`src/rtl/wb_port_arbiter.sv`:
```
// -----------------------------------------------------------------------------
// wb_port_arbiter
//
// Shares the single register-bank write port between two writeback
// requesters (0: ALU, 1: load/multi-cycle unit). At most one write is accepted
// per cycle. A lone requester wins outright. When both are valid, the
// requester that did not win the last transfer wins (round-robin). The
// accepted write is presented on the registered write port one cycle later.
//
// Ports
//   clk            the only clock; state updates on the rising edge
//   rst            asynchronous, active-high reset
//   reqN_valid     requester N has a pending write (N = 0, 1)
//   reqN_reg       requester N destination register
//   reqN_data      requester N write data
//   reqN_ready     combinational: requester N's write is accepted this cycle
//   wb_stall       blocks all grants while high
//   regwrite       registered write enable to the register bank
//   wrreg          registered write address
//   wrdata         registered write data
//   grant_id       registered id of the requester behind the current write
//   conflict_cnt   saturating count of cycles with both valid and no stall
// -----------------------------------------------------------------------------
module wb_port_arbiter #(
  parameter int DATA_W = 32,
  parameter int ADDR_W = 5
) (
  input  logic              clk,
  input  logic              rst,
  input  logic              req0_valid,
  input  logic [ADDR_W-1:0] req0_reg,
  input  logic [DATA_W-1:0] req0_data,
  output logic              req0_ready,
  input  logic              req1_valid,
  input  logic [ADDR_W-1:0] req1_reg,
  input  logic [DATA_W-1:0] req1_data,
  output logic              req1_ready,
  input  logic              wb_stall,
  output logic              regwrite,
  output logic [ADDR_W-1:0] wrreg,
  output logic [DATA_W-1:0] wrdata,
  output logic              grant_id,
  output logic [7:0]        conflict_cnt
);

  logic              last_grant_q, last_grant_d;
  logic              regwrite_q,   regwrite_d;
  logic [ADDR_W-1:0] wrreg_q,      wrreg_d;
  logic [DATA_W-1:0] wrdata_q,     wrdata_d;
  logic              grant_id_q,   grant_id_d;
  logic [7:0]        conflict_q,   conflict_d;

  logic              win0, win1, xfer, both_valid;
  logic [ADDR_W-1:0] sel_reg;
  logic [DATA_W-1:0] sel_data;

  // NOTE: every signal driven here gets a default first, so no path through
  // the block leaves a value unassigned and no latch is inferred.
  always_comb begin
    both_valid = req0_valid & req1_valid;
    // last_grant_q == 1 means requester 1 won last, so requester 0 has priority.
    win0       = req0_valid & (~req1_valid |  last_grant_q);
    win1       = req1_valid & (~req0_valid | ~last_grant_q);
    req0_ready = win0 & ~wb_stall & ~rst;
    req1_ready = win1 & ~wb_stall & ~rst;
    xfer       = req0_ready | req1_ready;
    sel_reg    = req1_ready ? req1_reg  : req0_reg;
    sel_data   = req1_ready ? req1_data : req0_data;

    last_grant_d = last_grant_q;
    regwrite_d   = 1'b0;
    wrreg_d      = wrreg_q;
    wrdata_d     = wrdata_q;
    grant_id_d   = grant_id_q;
    conflict_d   = conflict_q;

    if (xfer) begin
      last_grant_d = req1_ready;
      // Register 0 is hardwired: accept the transfer but suppress the write.
      regwrite_d   = (sel_reg != '0);
      wrreg_d      = sel_reg;
      wrdata_d     = sel_data;
      grant_id_d   = req1_ready;
    end

    if (both_valid && !wb_stall && conflict_q != 8'hFF) begin
      conflict_d = conflict_q + 8'd1;
    end
  end

  // NOTE: sequential state uses non-blocking assignments so all registers
  // update together from the values sampled at the same edge.
  always_ff @(posedge clk or posedge rst) begin
    if (rst) begin
      last_grant_q <= 1'b1;  // requester 0 wins the first conflict
      regwrite_q   <= 1'b0;
      wrreg_q      <= '0;
      wrdata_q     <= '0;
      grant_id_q   <= 1'b0;
      conflict_q   <= '0;
    end else begin
      last_grant_q <= last_grant_d;
      regwrite_q   <= regwrite_d;
      wrreg_q      <= wrreg_d;
      wrdata_q     <= wrdata_d;
      grant_id_q   <= grant_id_d;
      conflict_q   <= conflict_d;
    end
  end

  assign regwrite     = regwrite_q;
  assign wrreg        = wrreg_q;
  assign wrdata       = wrdata_q;
  assign grant_id     = grant_id_q;
  assign conflict_cnt = conflict_q;

endmodule

```
`config.mk`:
```
export PLATFORM = sky130hd
export DESIGN_NAME = wb_port_arbiter
export DESIGN_NICKNAME = d
export VERILOG_FILES = /design/src/rtl/wb_port_arbiter.sv
export SDC_FILE = /design/constraint.sdc
export NUM_CORES = 1
export LEC_CHECK = 0
export ABC_AREA = 0
export CAP_MARGIN = 15
export CORE_MARGIN = 1
export CORE_UTILIZATION = 25
export DETAILED_ROUTE_END_ITERATION = 8
export GPL_ROUTABILITY_DRIVEN = 0
export PLACE_DENSITY = 0.52
export SYNTH_ARGS = -nofsm -noshare
export SYNTH_HDL_FRONTEND = slang
export SYNTH_SLANG_ARGS = --single-unit
```
`constraint.sdc`:
```
create_clock -name clk -period 3.1 [get_ports clk]
set_clock_uncertainty 0.2 [all_clocks]
set_input_delay 0.775 -clock clk [delete_from_list [all_inputs] [get_ports clk]]
set_output_delay 0.775 -clock clk [all_outputs]
set_load 0.1 [all_outputs]
```
# After elaboration in Yosys (flattened, before gate mapping)
# Index checks and enable logic that the tools add are counted.
# word_totals
elab_cells	30
out_inout_bits	49
ff_bits	48
inputBits	79
# op_classes
mux	3
n_reduce_logical	4
addsub	1
bitwise_logic	15
eq_ne	1
# ops
cell	count
two-way mux 32 bit	1
adder 8 x 1 -> 8 bit, second input constant	1
inequality test 8 bit, second input constant	1
AND 1 bit	7
two-way mux 5 bit	1
NOT 1 bit	5
nonzero test 5 bit	1
bitwise OR 1 bit	3
logical AND 1 bit	2
logical NOT 1 bit	1
two-way mux 1 bit	1

# Longest topological paths before layout
# logic_depth
word_depth	8
mapped_depth	5
mapped_depth_nobuf	4

# Least setup slack after synthesis
# OpenSTA, ideal clock, no wires.
# synth_timing
kind	input to output
from	input wb_stall
to	output req1_ready
stages	4
arrival_ps	2169
path_slack_ps	-44
path_buffers	1
cell_sequence	or3b_1 -> or2_1 -> buf_6 -> inv_1
# synth_between
elab_chain_len	3
# synth_rtl
element	line	text
start, declared	38	input logic wb_stall,
NOT 1 bit	65	req1_ready = win1 & ~wb_stall & ~rst;
AND 1 bit (2 in series)	65	
end, declared	37	output logic req1_ready,
# No other way between the ends.

# Final worst setup path
# layout_timing
from	input req0_valid
to	output req0_ready
# layout_between
elab_chain_len	3
# layout_rtl
element	line	text
start, declared	30	input logic req0_valid,
AND 1 bit	62	win0 = req0_valid & (~req1_valid | last_grant_q);
AND 1 bit (2 in series)	64	req0_ready = win0 & ~wb_stall & ~rst;
end, declared	33	output logic req0_ready,
# No other way between the ends.

==> key figures <==
Detailed routing
  • Residual DRC count: 0
  • Final WL: 9111 µm
  • Number of vias per cell: 5.121
  • Via count: 2673
  • 1st-pass router iterations: 4
  • DR iter-0 viols: 126
  • Routed len/inst: 17.45 µm
  • Routed Antenna Nets: 0

Worst setup path
  • Slowest cell delay on critical path: 540 ps
  • Crit path max fanout: 5
  • CP delay by family, top: buffers and inverters
  • R2R cell count: 4
  • Reg-to-reg endpoint: conflict_cnt[1]
  • CP Launch Type: input pin
  • CP bufs+invs: 3
  • CP Data Required Time: 2120 ps
  • Worst r2r src: conflict_cnt[1]
  • Crit path cell chain: clkdlybuf4s50_1, nor3b_2, nand2_1, inv_1, buf_12
  • Critical path's slowest cell: clkdlybuf4s50_1
  • FF-to-FF setup slack: 1290 ps
  • Crit Path Category: in -> out
  • CP endpoint kind: output pin
  • Crit path DAT: 1990 ps

Synthesis
  • Post-Synthesis Cells: 273
  • Number of synthesis warnings: 0
  • Flop and latch count out of synthesis: 48
  • Largest family of logic cells by synthesized area: simple AND/OR/NAND/NOR gates
  • Avg Cell Area, Syn: 8.946 µm²
  • Synth Area in Compound Gates: 18.95%
  • Post-synthesis sequential area ratio: 49.23%
  • Post-Synth Simple-Gate Area: 22.69%
  • Post-Synth XOR/XNOR Area: 1.076%
  • Syn_nets: 353
  • Mux cell area share after synthesis: 1.844%
  • Post-synth cell types: 32
  • Synthesized-area fraction occupied by adder cells: 0.5123%
  • Mapped cell area: 2442 µm²

Clock network
  • TritonCTS clock tree: built
  • Clock root cell: clkbuf_8
  • Clock Sinks: 48
  • H-Tree Depth: 2
  • Deepest clock path buffer count: 2
  • Post-CTS Hold Buffers: 0
  • Reg clk slew, reported paths: 100 ps
  • Clock latency on the worst-skew pair: 300 ps
  • Total CTS buffers: 5

Layout
  • Final Cell Area: 3884 µm²
  • Commonest non-fill, non-tap cell in the layout: clkdlybuf4s50_1
  • Most frequent cells in the layout: clkdlybuf4s50_1 (75), buf_4 (59), dfrtp_1 (47)
  • Antenna diode count: 0
  • Post-Layout Cell Count: 522
  • Fraction of layout cells with a size suffix above 1: 20.61%
  • Area delta synth->final: 59.02%
  • Layout Nets: 472

Power
  • Pleak: 0.001522 µW
  • Worst vdd ir: 0.3828 mV
  • Logic pwr share: 58.4%
  • Reg power frac: 27.5%
  • P_sw: 1845 µW
  • Clock power share: 14.1%
  • Internal Power: 1460 µW
  • Pwr Density: 851.1 nW/µm²
  • Switching Fraction: 55.82%
  • Power, Total: 3305 µW

Flow run
  • Maximum capacitance violations: 0

STA
  • FMAX: 337.5 MHz
  • Period minus WS final: 2963 ps
  • Hold_ws: 286.3 ps
  • Tcrit/Tclk final: 95.58%
  • RSZ-0062 raised after global routing: no
  • Tightest Pin Transition: 510.0 ps
  • Fin. Hold Viols: 0
  • Final worst slack: 137.0 ps
  • Final setup viols: 0
  • Max Slew Vio Count: 0
  • Worst rel slew slack: 65.95%

Global route
  • Global-route wire length before repair: 14520 µm
  • Largest net degree at the start of global routing: 39
  • Grt total ovfl: 0
  • Vias in the first global route: 2720
  • Initial antenna violation count: 0
  • Tot GR Track Use: 18.43%

Floorplanning
  • IO Count: 128
  • Row cnt: 35
  • Horiz. Die Dim: 100.8 µm
  • Starting density of the core: 26.06%
  • Core ar.: 9371 µm²
  • Die area: 10170 µm²
  • Die height: 100.8 µm

Status
  • Status: finished, final reports clean

Placed design
  • Placed cell area: 3764 µm²
  • Post-placement cell count: 513
  • Port Buf Inserts: 127
  • Pre-CTS setup slack: -89.93 ps
  • DP HPWL: 5960 µm

Worst hold path
  • Worst hold path startpoint: grant_id
  • Hold Path Depth: 1
  • Worst hold endpoint: grant_id
  • Hold Crit Class: reg -> reg
worst register-to-register path, cell delays in order (launching register included):
cell	delay, ps
dfrtp_1	430
ha_1	220
nand3_1	130
o21ai_0	340
mux2_2	390
flip-flops by register name, summed over array words and instances (netlist names):
register      count
conflict_cnt      8
grant_id          1
last_grant_q      1
regwrite          1
wrdata           32
wrreg             5
synthesized netlist by cell type (all sizes together):
master  count  area (µm²)
dfrtp      47        1176
nand3      41       205.2
o21ai      40       200.2
a31oi      37       231.5
nor3       37       185.2
clkbuf     20       75.07
buf         8       52.55
nand2       5       18.77
mux2        4       45.04
inv         3       11.26
xnor2       3       26.28
a21oi       2       10.01
and2        2       12.51
and3        2       12.51
nand2b      2       12.51
nand4       2       12.51
nor2        2       7.510
nor3b       2       15.01
or3b        2       17.52
or4         2       15.01
a21o        1       7.510
and3b       1       8.760
and4        1       8.760
and4b       1       10.01
dfstp       1       26.28
ha          1       12.51
nor2b       1       6.260
o211ai      1       7.510
o22ai       1       6.260
or2         1       6.260
power groups by stage:
stage	Clock [µW]	Combinational, µW	Sequential (µW)
finish	466	1930	908
floorplan	0	287	2060
global placement	0	1930	917
detailed placement	0	1940	920
global route	507	2010	934
CTS	479	1940	910
final cells by class:
cell class | count | area, µm²
fillers | 1005 | 5488
repair buffers | 140 | 1280
flip-flops and latches | 48 | 1202
multi-input cells | 194 | 1114
well taps | 129 | 161.4
clock buffers | 5 | 68.82
clock inverters | 3 | 42.54
inverters | 3 | 15.01
per-layer routing:
metal | share of wire (%) | global-route usage, %
met5 | 0 | 0
met2 | 47 | 30.08
met1 | 46 | 24.65
met3 | 5.2 | 4.161
met4 | 1.5 | 4.794
worst max path at each step:
stage                     from         end  slack, ps  depth (start not counted)
global route        req0_valid  req0_ready         60                          5
global placement    req1_valid  req1_ready        -90                          5
finish              req0_valid  req0_ready        140                          5
detailed placement  req1_valid  req1_ready        -90                          5
CTS                 req0_valid  req1_ready        150                          5
floorplan             wb_stall  req1_ready        230                          4
kinds of logic (layout without fill, tap and decap cells):
family                     count (synthesis)  in the layout
muxes                                      4              4
adders and majority gates                  1              1
buffers and inverters                     31            151
AOI/OAI and AO/OA                         82             82
and+or+nand+nor                          104            104
DFF                                       48             48
xor gates and xnor gates                   3              3
through the flow:
step	util, %	TNS, ps
final	41.44	0
after global routing	41.44	0
after CTS	41.44	0
after detailed placement	40.16	-89.93
after global placement	40.16	-92.36
after floorplan	-	0
repair_timing:
action                                  in CTS  in global routing
buffers inserted                             1                  0
endpoints found under the setup margin       1                  0
gates resized for setup                      5                  0
(Power assumes the default switching activity.)
